`src/rtl/inc_dec_counter.sv`:
```
// inc_dec_counter: up/down modulo counter built on a prefix-AND incrementer-decrementer.
// Define INC_DEC_COUNTER_SAT_EN for saturating instead of wrapping at the terminal values.
module inc_dec_counter #(
    parameter int               WIDTH  = 8,
    parameter int               SPEED  = 2,
    parameter logic [WIDTH-1:0] MAXVAL = '1
) (
    input  logic             clk_i,
    input  logic             rst_i,
    input  logic             clr_i,
    input  logic             ld_i,
    input  logic [WIDTH-1:0] d_i,
    input  logic             en_i,
    input  logic             dec_i,
    output logic [WIDTH-1:0] q_o,
    output logic             tc_o,
    output logic             co_o,
    output logic             ovf_o
);
    localparam int N = WIDTH - 1;
    localparam int L = $clog2(N);
`ifdef INC_DEC_COUNTER_SAT_EN
    localparam bit SAT = 1'b1;
`else
    localparam bit SAT = 1'b0;
`endif

    function automatic logic [N-1:0] pre_serial(input logic [N-1:0] p);
        logic [N-1:0] a;
        a = p;
        for (int i = 1; i < N; i++) a[i] = a[i] & a[i-1];
        return a;
    endfunction

    function automatic logic [N-1:0] pre_bk(input logic [N-1:0] p);
        logic [N-1:0] a;
        a = p;
        for (int l = 0; l < L; l++)
            for (int i = 0; i < N; i++)
                if ((i + 1) % (1 << (l + 1)) == 0) a[i] = a[i] & a[i-(1<<l)];
        // down-sweep fills in the odd-span nodes from completed prefixes below them
        for (int l = L - 1; l >= 0; l--)
            for (int i = 0; i < N; i++)
                if ((i + 1) % (1 << (l + 1)) == (1 << l) && i > (1 << l)) a[i] = a[i] & a[i-(1<<l)];
        return a;
    endfunction

    function automatic logic [N-1:0] pre_sk(input logic [N-1:0] p);
        logic [N-1:0] a;
        a = p;
        for (int l = 0; l < L; l++)
            for (int i = 0; i < N; i++)
                if (((i >> l) & 1) == 1) a[i] = a[i] & a[((i >> l) << l) - 1];
        return a;
    endfunction

    logic [WIDTH-1:0] q_q, q_d, nxt, ld_val;
    logic             co_q, co_d, ovf_q, ovf_d, term;
    logic [N-1:0]     p, pre;

    // toggle bit i when all lower bits are 1 (up) or all 0 (down); carry-in is 1
    assign p      = q_q[N-1:0] ^ {N{dec_i}};
    assign pre    = SPEED == 0 ? pre_serial(p) : SPEED == 1 ? pre_bk(p) : pre_sk(p);
    assign nxt    = q_q ^ {pre, 1'b1};
    assign term   = dec_i ? q_q == '0 : q_q == MAXVAL;
    assign ld_val = d_i > MAXVAL ? MAXVAL : d_i;
    assign tc_o   = en_i & ~clr_i & ~ld_i & term;

    always_comb begin
        q_d   = q_q;
        co_d  = 1'b0;
        ovf_d = ovf_q;
        if (clr_i) begin
            q_d   = '0;
            ovf_d = 1'b0;
        end else if (ld_i) begin
            q_d = ld_val;
        end else if (en_i) begin
            q_d   = term ? (SAT ? q_q : (dec_i ? MAXVAL : '0)) : nxt;
            co_d  = term;
            ovf_d = ovf_q | term;
        end
    end

    always_ff @(posedge clk_i or posedge rst_i) begin
        if (rst_i) begin
            q_q   <= '0;
            co_q  <= 1'b0;
            ovf_q <= 1'b0;
        end else begin
            q_q   <= q_d;
            co_q  <= co_d;
            ovf_q <= ovf_d;
        end
    end

    assign q_o   = q_q;
    assign co_o  = co_q;
    assign ovf_o = ovf_q;
endmodule

```
`config.mk`:
```
export PLATFORM = sky130hd
export DESIGN_NAME = inc_dec_counter
export DESIGN_NICKNAME = d
export VERILOG_FILES = /design/src/rtl/inc_dec_counter.sv
export SDC_FILE = /design/constraint.sdc
export NUM_CORES = 1
export LEC_CHECK = 0
export ABC_AREA = 1
export BUFFER_PORTS_ARGS = -buffer_cell sky130_fd_sc_hd__buf_2
export CAP_MARGIN = 20
export CORE_MARGIN = 2
export CORE_UTILIZATION = 52
export CTS_BUF_LIST = sky130_fd_sc_hd__clkbuf_8
export DETAILED_ROUTE_END_ITERATION = 16
export GPL_TIMING_DRIVEN = 0
export PLACE_DENSITY = 0.81
export SYNTH_ARGS = -nofsm -noshare
export SYNTH_HDL_FRONTEND = slang
export SYNTH_SLANG_ARGS = --single-unit
export TNS_END_PERCENT = 20
```
`constraint.sdc`:
```
create_clock -name clk_i -period 1.6 [get_ports clk_i]
set_clock_uncertainty 0.15 [all_clocks]
set_input_delay 0.16 -clock clk_i [delete_from_list [all_inputs] [get_ports clk_i]]
set_output_delay 0.16 -clock clk_i [all_outputs]
set_load 0.05 [all_outputs]
```
* Word level (Yosys, flattened, before mapping)
Index checks and enable logic that the tools add are counted.
Storage, ports and cells: input bits 14, flip-flop bits (word level) 10, word-level logic and storage cells 40, output and inout port bits 11
Operators by class: reduce and logical (&&, ||, !) cells 4, bitwise operators 17, equality and inequality tests 2, magnitude comparators 1, multiplexer cells 13
Operators with widths (count):
- $mux W8 | 6
- $and A1 B1 Y1 | 12
- $eq A8 B8 Y1 const B | 1
- $gt A8 B8 Y1 const B | 1
- $logic_not A8 Y1 | 1
- $xor A8 B8 Y8 | 1
- $mux W1 | 7
- $xor A7 B7 Y7 | 1
- $reduce_bool A3 Y1 | 1
- $ne A2 B2 Y1 const B | 1
- $not A1 Y1 | 2
- $reduce_and A2 Y1 | 1
- $reduce_bool A2 Y1 | 1
- $or A1 B1 Y1 | 1

* Longest topological paths before layout
Gate-level depths: netlist of the first run.
depth in word-level cells 9, mapped depth 10, depth with buffers taken out 10

* Least setup slack after synthesis of the first run
No wires, ideal clock.
path type register to register, from register q_q[0] (netlist: q_o[0]), to register ovf_q (netlist: ovf_o), path buffers 0, cell stages (with the launch flop) 7, data required time 1.382 ns, period minus slack after synthesis 2.021 ns, path slack -0.421 ns, arrival 1.803 ns, setup time 0.068 ns, cells stage by stage dfrtp_1 -> nor2_1 -> inv_2 -> nor3_1 -> nand2_1 -> a21oi_2 -> nand2b_1
Between the ends: cells in the longest elaborated chain, start to end 6, elaborated cells between the ends (all ways) 7, classes of those cells eq/ne: 1; mux: 4; bitwise: 1; reduce/logical: 1
Ends and longest elaborated chain:
- start, declared | RTL line 57 | logic [WIDTH-1:0] q_q, q_d, nxt, ld_val;
- start signal, assigned | RTL line 91 | q_q <= q_d;
- $eq A8 B8 Y1 / $logic_not A8 Y1 (equally long branches) | RTL line 65 | assign term = dec_i ? q_q == '0 : q_q == MAXVAL;
- $mux W1 * | RTL line 65
- $or A1 B1 Y1 * | RTL line 81 | ovf_d = ovf_q | term;
- $mux W1 * | RTL line 78 | end else if (en_i) begin
- $mux W1 * | RTL line 76 | end else if (ld_i) begin
- $mux W1 * | RTL line 73 | if (clr_i) begin
- end signal, assigned | RTL line 93 | ovf_q <= ovf_d;
- end, declared | RTL line 58 | logic co_q, co_d, ovf_q, ovf_d, term;
Every way passes the cells marked *; elsewhere a longest branch is shown, timed or not. The select of a mux whose other input is x is not followed. A chain may end at the register's enable or synchronous reset.

* Final worst setup path of the first run
from register q_q[0] (netlist: q_o[0]), to output tc_o
Between the ends: cells in the longest elaborated chain, start to end 3, elaborated cells between the ends (all ways) 4, classes of those cells eq/ne: 1; mux: 1; bitwise: 1; reduce/logical: 1
Ends and longest elaborated chain:
- $eq A8 B8 Y1 / $logic_not A8 Y1 (equally long branches) | RTL line 65
- $mux W1 * | RTL line 65
- $and A1 B1 Y1 * | RTL line 67 | assign tc_o = en_i & ~clr_i & ~ld_i & term;
- end, declared | RTL line 16 | output logic tc_o,
Every way passes the cells marked *; elsewhere a longest branch is shown, timed or not.

==> flow_metrics.tcl, run 1 <==
set metrics [dict create \
    number_of_global_route_vias_before_repair 849 \
    avgViaCountPerCell 5.456 \
    grt_start_max_net_pins 11 \
    antenna_diode_count 0 \
    route.vias.total 982 \
    drc 0 \
    die_y_um 42.81 \
    grt.met1_usage 0.3457 \
    busiest_layer "met2" \
    tritoncts_clock_tree "built" \
    synth-seq-cells 10 \
    synthesis.instances 126 \
    slew_viol_final 0 \
    wire_per_inst_um 12.54 \
    placed_area_um2 943.4 \
    period_share 1.133 \
    clkTransAtPathRegs_ps 50 \
    final_util 0.7582 \
    startpoint_of_the_most_critical_register_to_register_path "q_o[0]" \
    cpMaxStageDelayCell "dfrtp_2" \
    register_area_share_after_synthesis 0.3195 \
    violations_in_the_final_reports "setup timing" \
    timing.final.crit_period_ps 1813 \
    layout.cells.non_filler 180 \
    crit_chain "nor2_4 -> inv_2 -> nor3_2 -> nand2_2 -> a21oi_4 -> buf_6" \
    multiInputGateArea_um2 491.7 \
    timing.max_slew.rel_slack 0.7267 \
    dp_hpwl_mm 1.428 \
    cts-htree-levels 1 \
    crit_path_end_kind "primary output" \
    design_area_mm2 0.001102 \
    worst_slew_pin_slew_ps 409.5 \
    timing.critical_path.from "q_o[0]" \
    die-width_um 42.81 \
    irDropWorstVdd_mv 0.6794 \
    min-delay-path-class "input port to register" \
    first_iter_violations 49 \
    cellPowerDensity_mw_per_mm2 841.0 \
    grt_remaining_overflow 0 \
    avgSynthCellArea_um2 6.216 \
    detail-route-antenna-nets 0 \
    grt_first_pass_wirelength_mm 3.588 \
    status "finished with violations" \
    synthesis.area_um2 783.3 \
    fillerInstances 116 \
    groute.layer.met2.usage 0.4182 \
    seqCellArea_um2 260.3 \
    die_area_mm2 0.001833 \
    timing_hold_violations_final 0 \
    number_of_port_buffers 23 \
    path_type_of_the_worst_setup_path "register to primary output" \
    synth.net_count 140 \
    final.setup.worst_slack_ps -212.7 \
    worst_hold_slack_ps 51.22 \
    grt_use_met3 0.01702 \
    placed_cells 165 \
    start_kind "register" \
    place.gp.congestion 0.8759 \
    worst_path_dominant_cell_family "flip-flops" \
    tritoncts.num_buffers 3 \
    clk_path_buf_depth 2 \
    critical_path_arrival_ps 1500 \
    setup-violations-final 1 \
    timing.hold.worst.start "d_i[1]" \
    clk-insertion-delay-late_ps 240 \
    ys_types 22 \
    cap_violations 0 \
    io_pins 25 \
    worst_path_largest_cell_delay_ps 450 \
    layout-area-overhead-vs-synth_pct 40.74 \
    totalWireLength_mm 2.258 \
    antenna_found_initial 0 \
    finalPower_uw 927.1 \
    fp-row-count 14 \
    fmax_ghz 0.5517 \
    power_leakage_uw 0.0005996 \
    unrepaired_setup_endpoints_after_global_routing "yes" \
    floorplan.initialDensity 0.5387 \
    cts.sink_count 10 \
    post_route_cells_drive_above_1_share 0.3780 \
    worst_ep_required_time_ps 1290 \
    worstPathBufferInverterCount 2 \
    core_area_mm2 0.001454 \
    final_nets 179 \
    yosysWarningCount 0 \
    clock_root_buffer_master "clkbuf_8" \
    drtPass1Iterations 4 \
    tot_gr_track_use 0.2582 \
    critPathMaxFanout 5 \
]
==> sequential cells by signal, indices dropped and copies added, names as in the netlist <==
signal	flops
q_o	8
co_o	1
ovf_o	1
==> synthesized netlist by cell type <==
cell / instances / area, µm²
a21oi_1: 2 / 10.01
a21oi_2: 1 / 8.760
buf_2: 1 / 5.000
buf_4: 1 / 7.510
clkinv_1: 2 / 7.510
dfrtp_1: 10 / 250.2
inv_1: 12 / 45.04
inv_2: 1 / 3.750
nand2_1: 49 / 183.9
nand2_2: 6 / 37.54
nand2b_1: 1 / 6.260
nand3_1: 23 / 115.1
nand3b_1: 1 / 7.510
nor2_1: 4 / 15.01
nor2_4: 1 / 11.26
nor3_1: 2 / 10.01
o2111ai_1: 1 / 8.760
o211ai_1: 1 / 7.510
o21ai_0: 4 / 20.02
o21ai_1: 1 / 5.000
o21ai_2: 1 / 8.760
xor2_1: 1 / 8.760
==> logic make-up after synthesis <==
kind of cell,synth area share
simple gates,0.4936
flops,0.3195
buf+inv,0.08785
compound gates,0.08786
xor+xnor,0.01118
==> cell type report <==
cell class                      count  area share
Multi-Input combinational cell     99      0.4461
Buffer                              2     0.01135
Sequential cell                    10      0.2361
Timing Repair Buffer               34      0.1873
Clock buffer                        4     0.04994
Inverter                           15     0.05108
Tap cell                           16     0.01816
==> stage by stage <==
stage / worst slack [ps] / setup TNS [ps]
global route: -267.0 / -611.4
finish: -212.7 / -212.7
floorplan: -108.2 / -157.0
detailed placement: -49.63 / -49.63
global placement: -25.25 / -25.25
CTS: -160.2 / -160.2
==> tightest hold or removal path, stage by stage <==
cell and delay, ps:
buf_2 80, o2111ai_1 110, nand2_1 70
==> power by group <==
part	switching (µW)	internal, µW
registers	24.5	274
clock network	106	217
logic	203	102
total	334	593
==> routing by layer <==
| layer | vias to the layer above | share of wire | routed length [µm] |
|---|---|---|---|
| met5 | - | 0 | 0 |
| met4 | 0 | 0.017 | 38 |
| met3 | 5 | 0.071 | 161 |
| met2 | 56 | 0.49 | 1099 |
| met1 | 436 | 0.42 | 958 |
| li1 | 485 | - | - |
==> cells in the final DEF (no fill, tap or decap), types with 2 or more instances in the layout <==
cell and instances:
a21oi_1 2, buf_2 23, buf_4 11, clkbuf_8 4
clkinv_1 2, dfrtp_1 2, dfrtp_2 8, inv_1 11
inv_2 2, nand2_1 48, nand2_2 7, nand3_1 23
nor2_1 3, nor2_4 2, nor3_2 2, o21ai_0 4
==> worst paths after layout <==
check | endpoint | slack [ps] | depth (start not counted)
worst max-delay path | tc_o | -210 | 6
worst min-delay path | q_o[1] | 50 | 3
worst max register to register | co_o | 60 | 7
worst min register to register | ovf_o | 330 | 2
max in group asynchronous | q_o[5] | 670 | 3
min in group asynchronous | ovf_o | 310 | 3
==> what timing repair did <==
item / in CTS / in global routing
pin swaps: 3 / 3
endpoints found under the hold margin: 10 / 0
resized for setup: 5 / 1
gates cloned: 0 / 0
hold buffers: 1 / 0
endpoints found under the setup margin: 1 / 5
buffers inserted: 6 / 4
Note: power is estimated with default switching activity, not from simulation.
==> run 2, diff against run 1 <==
--- a/config.mk
+++ b/config.mk
@@ -13,7 +13,7 @@
 export CTS_BUF_LIST = sky130_fd_sc_hd__clkbuf_8
 export DETAILED_ROUTE_END_ITERATION = 16
 export GPL_TIMING_DRIVEN = 0
-export PLACE_DENSITY = 0.81
+export PLACE_DENSITY_LB_ADDON = 0.15
 export SYNTH_ARGS = -nofsm -noshare
 export SYNTH_HDL_FRONTEND = slang
 export SYNTH_SLANG_ARGS = --single-unit
==> flow_metrics.tcl, run 2 (same netlist as run 1, synthesis figures left out) <==
set metrics [dict create \
    finalPower_uw 909.8 \
    final_nets 178 \
    power.share.clock 0.314 \
    clock_root_buffer_master "clkbuf_8" \
    cellPowerDensity_mw_per_mm2 818.9 \
    crit_chain "inv_1 -> nor3_2 -> nand3b_1 -> a21oi_4 -> buf_6" \
    tritoncts_clock_tree "built" \
    antenna_found_initial 0 \
    cts-htree-levels 1 \
    die_area_mm2 0.001833 \
    setup-violations-final 1 \
    period_share 1.135 \
    critPathMaxFanout 3 \
    largest_reg_flops 8 \
    number_of_global_route_vias_before_repair 955 \
    worst_slew_pin_slew_ps 434.1 \
    worst_path_dominant_cell_family "simple AND/OR/NAND/NOR gates" \
    worst_hold_path_cell_count 3 \
    timing_hold_violations_final 0 \
    fp-row-count 14 \
    floorplan.initialDensity 0.5387 \
    die_y_um 42.81 \
    detail-route-antenna-nets 0 \
    grt_remaining_overflow 0 \
    path_type_of_the_worst_setup_path "register to primary output" \
    tot_gr_track_use 0.2938 \
    totalWireLength_mm 2.584 \
    drtPass1Iterations 5 \
    crit_path_end_kind "primary output" \
    io_pins 25 \
    layout-area-overhead-vs-synth_pct 41.85 \
    irDropWorstVdd_mv 0.5849 \
    worst_path_largest_cell_delay_ps 380 \
    internal_power_uw 551.6 \
    critical_path_arrival_ps 1510 \
    place.gp.congestion 0.8646 \
    clkTransAtPathRegs_ps 50 \
    tritoncts.num_buffers 3 \
    slew_viol_final 0 \
    worst_ep_required_time_ps 1290 \
    pwr-share-seq 0.326 \
    status "finished with violations" \
    final.setup.worst_slack_ps -215.6 \
    timing.max_slew.rel_slack 0.7103 \
    min-delay-path-class "input port to register" \
    power.switching_uw 358.2 \
    cap_violations 0 \
    antenna_diode_count 0 \
    cpMaxStageDelayCell "dfrtp_2" \
    power_frac_comb 0.360 \
    switching_share 0.3937 \
    number_of_port_buffers 23 \
    regToRegSetupSlack_ps 20 \
    avgViaCountPerCell 5.732 \
    dp_hpwl_mm 1.537 \
    route.vias.total 1026 \
    final_util 0.7642 \
    unrepaired_setup_endpoints_after_global_routing "yes" \
    fmax_ghz 0.5508 \
    violations_in_the_final_reports "setup timing" \
    post_route_cells_drive_above_1_share 0.3988 \
    drc 0 \
    reg2reg_depth 9 \
    die-width_um 42.81 \
    most_common_cell_after_layout_fill_and_taps_aside "nand2_1" \
    wire_per_inst_um 14.44 \
    grt_first_pass_wirelength_mm 4.015 \
    worstPathBufferInverterCount 2 \
    layout.cells.most_common_list "nand2_1, nand3_1, buf_2, inv_1, buf_4" \
    power_leakage_uw 0.0005956 \
    grt_start_max_net_pins 11 \
    start_kind "register" \
    timing.final.crit_period_ps 1816 \
    core_area_mm2 0.001454 \
    clk-insertion-delay-late_ps 240 \
    critical_path_depth 5 \
    cts.sink_count 10 \
    first_iter_violations 54 \
    clk_path_buf_depth 2 \
]
-- run 2: cell type report --
class                   count  area, µm²
repair buffers             33      202.7
well taps                  16      20.02
multi-input cells          99      514.2
clock buffers               3      41.29
fillers                   118      342.8
plain buffers               2      12.51
flip-flops and latches     10      260.3
clock inverters             1      3.754
inverters                  15      56.30
-- run 2: path summary, 6_finish.rpt --
path                        start     end
setup / recovery           q_o[7]    tc_o
hold / removal             d_i[1]  q_o[1]
setup reg to reg           q_o[1]  q_o[7]
hold reg to reg             ovf_o   ovf_o
max in group asynchronous   rst_i  q_o[2]
min in group asynchronous   rst_i  q_o[0]
-- run 2: power groups by stage --
stage                     Sequential (µW)  Combinational [µW]  Clock [µW]
after floorplan                       363                 137           0
after global placement                302                 254           0
after detailed placement              304                 261           0
after CTS                             294                 305         281
after global routing                  298                 354         287
final                                 297                 328         285
-- run 2: through the flow --
stage	area, µm²	setup TNS [ps]	hold slack, ps	std cells	setup WS, ps
floorplan	808.3	-157.0	-150.4	126	-108.2
global placement	943.4	-38.62	13.08	165	-38.62
detailed placement	943.4	-53.80	31.26	165	-53.80
CTS	1089	-128.7	29.34	179	-128.7
global route	1111	-250.8	47.78	179	-237.5
finish	1111	-215.6	26.38	179	-215.6
-- run 2: metal layers --
layer	wire, µm	global-route usage	part of all wire
met2	1239	0.4636	0.48
met3	218	0.06383	0.084
met5	0	0	0
met4	99	0.1625	0.038
met1	1027	0.3680	0.40
-- run 2: worst min-delay path: cells and delay by family --
family                 cells  cell delay, ps
AOI/OAI and AO/OA          1              90
and+or+nand+nor            1              60
buffers and inverters      1              80
-- run 2: repair_timing --
action | CTS | global route
buffers inserted | 9 | 0
hold buffers | 1 | 0
hold endpoints to repair | 10 | 0
gates cloned | 0 | 0
pin swaps | 7 | 1
gates resized for setup | 8 | 7
endpoints found under the setup margin | 1 | 4
